<file path="src/rtl/alu_seq_pkg.sv">
// Shared definitions for the sequential ALU: op codes, FSM states and a width helper.
package alu_seq_pkg;

    localparam logic [3:0] OP_ADD = 4'd0;
    localparam logic [3:0] OP_SUB = 4'd1;
    localparam logic [3:0] OP_SHR = 4'd2;
    localparam logic [3:0] OP_SHL = 4'd3;
    localparam logic [3:0] OP_AND = 4'd4;
    localparam logic [3:0] OP_OR  = 4'd5;
    localparam logic [3:0] OP_NOT = 4'd6;
    localparam logic [3:0] OP_XOR = 4'd7;
    localparam logic [3:0] OP_MUL = 4'd8;
    localparam logic [3:0] OP_DIV = 4'd9;

    typedef enum logic [1:0] {
        S_IDLE = 2'd0,
        S_BUSY = 2'd1,
        S_DONE = 2'd2
    } state_t;

    // Smallest n with 2**n >= value; sizes the iteration counter.
    function automatic int clog2(input int value);
        int n;
        n = 0;
        while ((1 << n) < value) begin
            n = n + 1;
        end
        return n;
    endfunction

endpackage

</file>
<file path="src/rtl/alu_seq_if.sv">
// Request/response bundle of the sequential ALU; master = producer/consumer side, slave = ALU.
interface alu_seq_if #(
    parameter int WIDTH = 16
) ();
    logic             in_valid;
    logic             in_ready;
    logic [3:0]       op;
    logic [WIDTH-1:0] a;
    logic [WIDTH-1:0] b;
    logic             out_valid;
    logic             out_ready;
    logic [WIDTH-1:0] result;
    logic             flag_c;
    logic             flag_z;
    logic             flag_n;
    logic             flag_v;
    logic             op_err;

    modport master (
        output in_valid, op, a, b, out_ready,
        input  in_ready, out_valid, result, flag_c, flag_z, flag_n, flag_v, op_err
    );

    modport slave (
        input  in_valid, op, a, b, out_ready,
        output in_ready, out_valid, result, flag_c, flag_z, flag_n, flag_v, op_err
    );
endinterface

</file>
<file path="src/rtl/alu_seq_iter.sv">
// Iterative shift-add multiplier and (with ALU_SEQ_DIV_EN) restoring divider, one bit per cycle.
// done pulses in the cycle of the last iteration with res/carry already reflecting that step.
module alu_seq_iter
    import alu_seq_pkg::*;
#(
    parameter int WIDTH = 16
) (
    input  logic             clk,
    input  logic             rst,
    input  logic             start,
    input  logic             is_div,
    input  logic [WIDTH-1:0] a,
    input  logic [WIDTH-1:0] b,
    output logic             done,
    output logic [WIDTH-1:0] res,
    output logic             carry
);
    localparam int CNT_W = clog2(WIDTH + 1);

    logic                   busy_reg;
    logic [CNT_W-1:0]       cnt_reg;
    logic [2*WIDTH-1:0]     prod_reg;
    logic [2*WIDTH-1:0]     prod_next;
    logic [2*WIDTH-1:0]     prod_mul_next;
    logic [WIDTH-1:0]       opb_reg;
    logic [WIDTH:0]         mul_sum;

    // Multiplier: low half holds the multiplier, consumed LSB first as the product shifts in.
    always_comb begin
        mul_sum       = {1'b0, prod_reg[2*WIDTH-1:WIDTH]} + (prod_reg[0] ? {1'b0, opb_reg} : '0);
        prod_mul_next = {mul_sum, prod_reg[WIDTH-1:1]};
    end

    assign done = busy_reg && (cnt_reg == CNT_W'(WIDTH - 1));

`ifdef ALU_SEQ_DIV_EN
    logic             is_div_reg;
    logic [WIDTH-1:0] rem_reg;
    logic [WIDTH-1:0] rem_next;
    logic [WIDTH-1:0] quo_next;
    logic [WIDTH:0]   rem_shift;
    logic [WIDTH:0]   rem_diff;
    logic             fits;

    // Low half of prod_reg doubles as the dividend/quotient shift register. A zero divisor
    // always "fits", which yields the all-ones quotient without a special case.
    always_comb begin
        rem_shift = {rem_reg, prod_reg[WIDTH-1]};
        rem_diff  = rem_shift - {1'b0, opb_reg};
        fits      = ~rem_diff[WIDTH];
        rem_next  = fits ? rem_diff[WIDTH-1:0] : rem_shift[WIDTH-1:0];
        quo_next  = {prod_reg[WIDTH-2:0], fits};
    end

    assign prod_next = is_div_reg ? {{WIDTH{1'b0}}, quo_next} : prod_mul_next;
    assign res       = is_div_reg ? quo_next : prod_mul_next[WIDTH-1:0];
    assign carry     = is_div_reg ? (opb_reg == '0) : (|prod_mul_next[2*WIDTH-1:WIDTH]);

    always_ff @(posedge clk) begin
        if (rst) begin
            is_div_reg <= 1'b0;
            rem_reg    <= '0;
        end else if (start) begin
            is_div_reg <= is_div;
            rem_reg    <= '0;
        end else if (busy_reg) begin
            rem_reg    <= rem_next;
        end
    end
`else
    logic unused_div;
    assign unused_div = is_div;
    assign prod_next  = prod_mul_next;
    assign res        = prod_mul_next[WIDTH-1:0];
    assign carry      = |prod_mul_next[2*WIDTH-1:WIDTH];
`endif

    always_ff @(posedge clk) begin
        if (rst) begin
            busy_reg <= 1'b0;
            cnt_reg  <= '0;
            prod_reg <= '0;
            opb_reg  <= '0;
        end else if (start) begin
            busy_reg <= 1'b1;
            cnt_reg  <= '0;
            prod_reg <= {{WIDTH{1'b0}}, a};
            opb_reg  <= b;
        end else if (busy_reg) begin
            prod_reg <= prod_next;
            cnt_reg  <= cnt_reg + CNT_W'(1);
            if (done) begin
                busy_reg <= 1'b0;
            end
        end
    end

endmodule

</file>
<file path="src/rtl/alu_seq.sv">
// Registered ALU with valid/ready handshake, C/Z/N/V flags and iterative MUL (and DIV when
// ALU_SEQ_DIV_EN is defined; otherwise op 9 reports op_err like any illegal op).
module alu_seq
    import alu_seq_pkg::*;
#(
    parameter int WIDTH = 16
) (
    input  logic      clk,
    input  logic      rst,
    alu_seq_if.slave  bus
);
    state_t           state_reg;
    state_t           state_next;

    logic [WIDTH-1:0] opa;
    logic [WIDTH-1:0] opb;
    logic             accept;
    logic             is_multi;

    logic [WIDTH:0]   sum_ext;
    logic [WIDTH-1:0] diff;
    logic [WIDTH-1:0] and_bits;
    logic [WIDTH-1:0] or_bits;
    logic [WIDTH-1:0] xor_bits;
    logic [WIDTH-1:0] not_bits;
    logic [WIDTH-1:0] alu_res;
    logic             alu_c;
    logic             alu_v;
    logic             alu_err;

    logic             iter_done;
    logic [WIDTH-1:0] iter_res;
    logic             iter_carry;

    logic [WIDTH-1:0] result_reg;
    logic             c_reg;
    logic             z_reg;
    logic             n_reg;
    logic             v_reg;
    logic             err_reg;

    assign opa    = bus.a;
    assign opb    = bus.b;
    assign accept = bus.in_valid && bus.in_ready;

`ifdef ALU_SEQ_DIV_EN
    assign is_multi = (bus.op == OP_MUL) || (bus.op == OP_DIV);
`else
    assign is_multi = (bus.op == OP_MUL);
`endif

    genvar gi;
    generate
        for (gi = 0; gi < WIDTH; gi++) begin : g_logic
            assign and_bits[gi] = opa[gi] & opb[gi];
            assign or_bits[gi]  = opa[gi] | opb[gi];
            assign xor_bits[gi] = opa[gi] ^ opb[gi];
            assign not_bits[gi] = ~opa[gi];
        end
    endgenerate

    // Single-cycle ops; MUL/DIV fall into the default arm but are never captured from here.
    always_comb begin
        sum_ext = {1'b0, opa} + {1'b0, opb};
        diff    = opa - opb;
        alu_res = '0;
        alu_c   = 1'b0;
        alu_v   = 1'b0;
        alu_err = 1'b0;
        case (bus.op)
            OP_ADD: begin
                alu_res = sum_ext[WIDTH-1:0];
                alu_c   = sum_ext[WIDTH];
                alu_v   = (opa[WIDTH-1] == opb[WIDTH-1]) && (sum_ext[WIDTH-1] != opa[WIDTH-1]);
            end
            OP_SUB: begin
                alu_res = diff;
                alu_c   = (opa >= opb);
                alu_v   = (opa[WIDTH-1] != opb[WIDTH-1]) && (diff[WIDTH-1] != opa[WIDTH-1]);
            end
            OP_SHR: begin
                alu_res = {1'b0, opa[WIDTH-1:1]};
                alu_c   = opa[0];
            end
            OP_SHL: begin
                alu_res = {opa[WIDTH-2:0], 1'b0};
                alu_c   = opa[WIDTH-1];
            end
            OP_AND:  alu_res = and_bits;
            OP_OR:   alu_res = or_bits;
            OP_NOT:  alu_res = not_bits;
            OP_XOR:  alu_res = xor_bits;
            default: alu_err = 1'b1;
        endcase
    end

    alu_seq_iter #(
        .WIDTH (WIDTH)
    ) u_iter (
        .clk    (clk),
        .rst    (rst),
        .start  (accept && is_multi),
        .is_div (bus.op == OP_DIV),
        .a      (opa),
        .b      (opb),
        .done   (iter_done),
        .res    (iter_res),
        .carry  (iter_carry)
    );

    always_ff @(posedge clk) begin
        if (rst) begin
            state_reg <= S_IDLE;
        end else begin
            state_reg <= state_next;
        end
    end

    always_comb begin
        state_next = state_reg;
        case (state_reg)
            S_IDLE: if (accept) state_next = is_multi ? S_BUSY : S_DONE;
            S_BUSY: if (iter_done) state_next = S_DONE;
            S_DONE: if (bus.out_ready) state_next = S_IDLE;
            default: state_next = S_IDLE;
        endcase
    end

    always_comb begin
        bus.in_ready  = (state_reg == S_IDLE);
        bus.out_valid = (state_reg == S_DONE);
    end

    // Result/flags change only on capture, so they hold steady for the whole DONE phase.
    always_ff @(posedge clk) begin
        if (rst) begin
            result_reg <= '0;
            c_reg      <= 1'b0;
            z_reg      <= 1'b0;
            n_reg      <= 1'b0;
            v_reg      <= 1'b0;
            err_reg    <= 1'b0;
        end else if (accept && !is_multi) begin
            result_reg <= alu_res;
            c_reg      <= alu_c;
            z_reg      <= (alu_res == '0);
            n_reg      <= alu_res[WIDTH-1];
            v_reg      <= alu_v;
            err_reg    <= alu_err;
        end else if (iter_done) begin
            result_reg <= iter_res;
            c_reg      <= iter_carry;
            z_reg      <= (iter_res == '0);
            n_reg      <= iter_res[WIDTH-1];
            v_reg      <= 1'b0;
            err_reg    <= 1'b0;
        end
    end

    assign bus.result = result_reg;
    assign bus.flag_c = c_reg;
    assign bus.flag_z = z_reg;
    assign bus.flag_n = n_reg;
    assign bus.flag_v = v_reg;
    assign bus.op_err = err_reg;

endmodule

</file>
<file path="src/flat_wrapper.sv">
// flat-port wrapper written by rule: the top's interface ports become plain ports
module alu_seq_flat import alu_seq_pkg::*;
#(
    parameter int WIDTH = 16
)
  (clk, rst, bus_in_valid, bus_op, bus_a, bus_b, bus_out_ready, bus_in_ready, bus_out_valid, bus_result, bus_flag_c, bus_flag_z, bus_flag_n, bus_flag_v, bus_op_err);
  alu_seq_if #(.WIDTH(WIDTH)) bus_i ();
  input  logic clk;
  input  logic rst;
  input wire logic [$bits(bus_i.in_valid)-1:0] bus_in_valid;
  input wire logic [$bits(bus_i.op)-1:0] bus_op;
  input wire logic [$bits(bus_i.a)-1:0] bus_a;
  input wire logic [$bits(bus_i.b)-1:0] bus_b;
  input wire logic [$bits(bus_i.out_ready)-1:0] bus_out_ready;
  output wire logic [$bits(bus_i.in_ready)-1:0] bus_in_ready;
  output wire logic [$bits(bus_i.out_valid)-1:0] bus_out_valid;
  output wire logic [$bits(bus_i.result)-1:0] bus_result;
  output wire logic [$bits(bus_i.flag_c)-1:0] bus_flag_c;
  output wire logic [$bits(bus_i.flag_z)-1:0] bus_flag_z;
  output wire logic [$bits(bus_i.flag_n)-1:0] bus_flag_n;
  output wire logic [$bits(bus_i.flag_v)-1:0] bus_flag_v;
  output wire logic [$bits(bus_i.op_err)-1:0] bus_op_err;
  assign bus_i.in_valid = bus_in_valid;
  assign bus_i.op = bus_op;
  assign bus_i.a = bus_a;
  assign bus_i.b = bus_b;
  assign bus_i.out_ready = bus_out_ready;
  assign bus_in_ready = bus_i.in_ready;
  assign bus_out_valid = bus_i.out_valid;
  assign bus_result = bus_i.result;
  assign bus_flag_c = bus_i.flag_c;
  assign bus_flag_z = bus_i.flag_z;
  assign bus_flag_n = bus_i.flag_n;
  assign bus_flag_v = bus_i.flag_v;
  assign bus_op_err = bus_i.op_err;
  alu_seq #(.WIDTH(WIDTH)) u_core (.clk(clk), .rst(rst), .bus(bus_i));
endmodule
</file>
<file path="config.mk">
export PLATFORM = sky130hd
export DESIGN_NAME = alu_seq_flat
export DESIGN_NICKNAME = d
export VERILOG_FILES = /design/src/rtl/alu_seq_pkg.sv /design/src/rtl/alu_seq_if.sv /design/src/rtl/alu_seq_iter.sv /design/src/rtl/alu_seq.sv /design/src/flat_wrapper.sv
export SDC_FILE = /design/constraint.sdc
export NUM_CORES = 1
export LEC_CHECK = 0
export ABC_AREA = 1
export CAP_MARGIN = 20
export CORE_ASPECT_RATIO = 0.5
export CORE_MARGIN = 5
export CORE_UTILIZATION = 29
export CTS_BUF_LIST = sky130_fd_sc_hd__clkbuf_8 sky130_fd_sc_hd__clkbuf_16
export CTS_CLUSTER_DIAMETER = 150
export DETAILED_ROUTE_END_ITERATION = 10
export GPL_ROUTABILITY_DRIVEN = 0
export PLACE_DENSITY_LB_ADDON = 0.2
export SLEW_MARGIN = 0
export SYNTH_ARGS = -nofsm -noshare
export SYNTH_HDL_FRONTEND = slang
export SYNTH_SLANG_ARGS = --single-unit
export TNS_END_PERCENT = 10
</file>
<file path="constraint.sdc">
create_clock -name clk -period 6.2 [get_ports clk]
set_clock_uncertainty 0.1 [all_clocks]
set_input_delay 1.24 -clock clk [delete_from_list [all_inputs] [get_ports clk]]
set_output_delay 1.24 -clock clk [all_outputs]
set_load 0.05 [all_outputs]
</file>
==> results.cfg <==
[status]
status = finished clean

[sta]
timing.final.hold_violations = 0
rsz0062_at_grt = false
setup_viol = 0
tns_ns = 0
fmax_ghz = 0.2485
max_slew_margin_pct = 51.27
finalCriticalPeriod_ns = 4.025
worst_pin_slew_ns = 0.7302
fin_ws_ns = 2.175
maxSlewViolCount = 0
period_share_pct = 64.92

[synth]
synth.avg_cell_area_um2 = 5.963
ys.flop_type = dfxtp_1
yosys-top-cells-count = nand2_1 (348), inv_1 (179), nand3_1 (121)
ys_types = 39
yosys.area.top_type = dfxtp_1
yosysMostFrequentCell = nand2_1
async_flop_share_pct = 0
synth_seq_area_share_pct = 20.97
ys_ff_latch = 76
synth_top_cell_area_share_pct = 20.97
syn-num-nets = 1329
synthesis.area_um2 = 7257
synth_warnings = 0
synth-edff-count = 0
synth_area_leaders = dfxtp_1 (21%), nand2_1 (18%), ha_1 (12%), inv_1 (9.3%), nand3_1 (8.3%)
netlist_instances = 1217

[hold_path]
hold_path.class = flop to flop

[power]
powerDensity_nw_per_um2 = 185.7
switching_share_pct = 32.64
p_int_mw = 1.061
irDropWorstVdd_mv = 0.1190
power_frac_comb_pct = 28.2
p_clk_share_pct = 39.0
power_switching_uw = 514.1
pwr-share-seq_pct = 32.9
leakagePower_nw = 4.203

[route]
drc = 0
routedWlPerCell_um = 16.05
drt_iter0_drc = 618
viasPerCell = 4.994
dr.pass1.iters = 7
ant_nets = 0
vias = 7966
routed_wl_mm = 25.60

[clock_tree]
cts_hold_buf = 0
cts_root_buffer = clkbuf_16
insertion_delay_ns = 0.33
postCtsSetupRepairBufs = 0
cts_resized = 0
cts_made_buffers = 9
cts_tree = done
clkTransAtPathRegs_ns = 0.06
htree_num_levels = 3
cts.sinks = 76
cts_buffer_depth = 2

[floorplanning]
die_h_um = 121.9
io_pins = 63
dieArea_um2 = 28480
start_util_pct = 29.84
die_x_um = 233.7
coreArea_um2 = 24320
rows = 40

[finish]
fin_cells = 1595
fill_cells = 2692
num-nets-final = 1366
largest_register_ffs = 32
drive_gt1_share_pct = 3.733
syn2layout_area_growth_pct = 16.88
antennaDiodeCount = 0

[critical_path]
end_kind = flop
critical_path_arrival_ns = 4.18
path_max_fanout = 13
crit_type = primary input to flop
start_kind = primary input
required_ns = 6.36

[global_route]
first_global_vias = 7432
grt_use_total_pct = 17.69
grt_pass1_wl_mm = 40.15
antenna_found_initial = 0
grt_max_degree = 50
grt-ovfl-total = 0

[place]
numPortBuffers = 62
place_inst = 1579
dp_slack_ns = 1.889
hpwl_mm = 20.24

[run]
max_cap_violations = 0
-- stage by stage --
step	instance area, um^2	hold slack (ns)	utilization [%]	power, mW
floorplan	7257	0.3446	-	0.8181
global placement	8119	0.3549	33.38	0.9661
detailed placement	8130	0.3578	33.43	0.9658
CTS	8482	0.3696	34.87	1.579
global route	8482	0.3904	34.87	1.652
finish	8482	0.3678	34.87	1.575
-- area by class of cell --
type	count	area, um^2	share of cell area (%)
flip-flops and latches	76	1521	17.94
repair buffers	69	676.9	7.981
inverters	184	690.7	8.143
clock inverters	5	98.84	1.165
clock buffers	11	252.7	2.980
well taps	336	420.4	4.956
multi-input cells	914	4821	56.84
-- path summary, 6_finish.rpt --
path,startpoint,endpoint,slack (ns),cells after the start
max,bus_a[3],u_core.bus.flag_z,2.18,17
min,u_core.bus.op_err,u_core.bus.op_err,0.37,2
max reg2reg,u_core.u_iter.prod_reg[0],u_core.bus.flag_c,3.09,21
min reg2reg,u_core.bus.op_err,u_core.bus.op_err,0.37,2
-- kinds of logic after synthesis --
kind of cell    count (synthesis)  share of synthesized area (%)
simple gates                  626                          36.38
xor+xnor                        9                          1.086
flops                          76                          20.97
fa+ha+maj                      72                          12.72
buf+inv                       227                          12.64
compound gates                207                          16.21
-- power groups by stage --
stage | logic (mW) | clock network [mW] | registers, mW
2_1_floorplan | 0.256 | 0 | 0.562
3_3_place_gp | 0.438 | 0 | 0.529
3_5_place_dp | 0.438 | 0 | 0.528
4_1_cts | 0.440 | 0.622 | 0.518
5_1_grt | 0.489 | 0.644 | 0.519
6_report | 0.444 | 0.614 | 0.518
-- cells in the final DEF, fill, tap and decap left out, types with 2 or more instances in the layout --
master	instances
inv_1	180
xor2_1	6
nor2_1	100
o21ai_0	60
o21a_1	3
clkbuf_8	2
nor2_2	8
ha_1	69
a21o_1	3
nand3b_1	7
a21oi_1	74
nor4_1	4
bufinv_16	3
dfxtp_1	76
nand2_2	5
nor3_1	14
inv_2	4
nand2_1	348
o21bai_1	4
fa_1	3
o22ai_1	19
a31oi_1	19
buf_4	6
nand3_1	121
clkbuf_16	9
clkdlybuf4s50_1	62
a21oi_2	2
o211ai_1	21
and3_1	2
or2_2	4
xnor2_1	3
nand4_1	9
-- worst max-delay path, stage by stage --
cell             delay, ns
clkdlybuf4s50_1       0.67
inv_1                 0.11
ha_1                  0.54
inv_1                 0.16
a21oi_1               0.18
nand2_1               0.11
nand2_1               0.15
nand3_1               0.09
nand2_1               0.07
nor2_1                0.05
nor2_2                0.25
nand2_1               0.08
nor2_1                0.10
nand2_1               0.07
nor2_1                0.09
nand3_1               0.08
a21oi_1               0.13
-- layer usage --
metal	global-route usage (%)	vias to the layer above	part of all wire (%)	routed length, um
met2	28.28	229	45	11430
met3	1.537	29	5.2	1341
met1	25.62	3706	48	12390
met4	4.764	0	1.7	445
li1	-	4002	-	-
met5	0	-	0	0
Power figures use the tool's default switching activity.
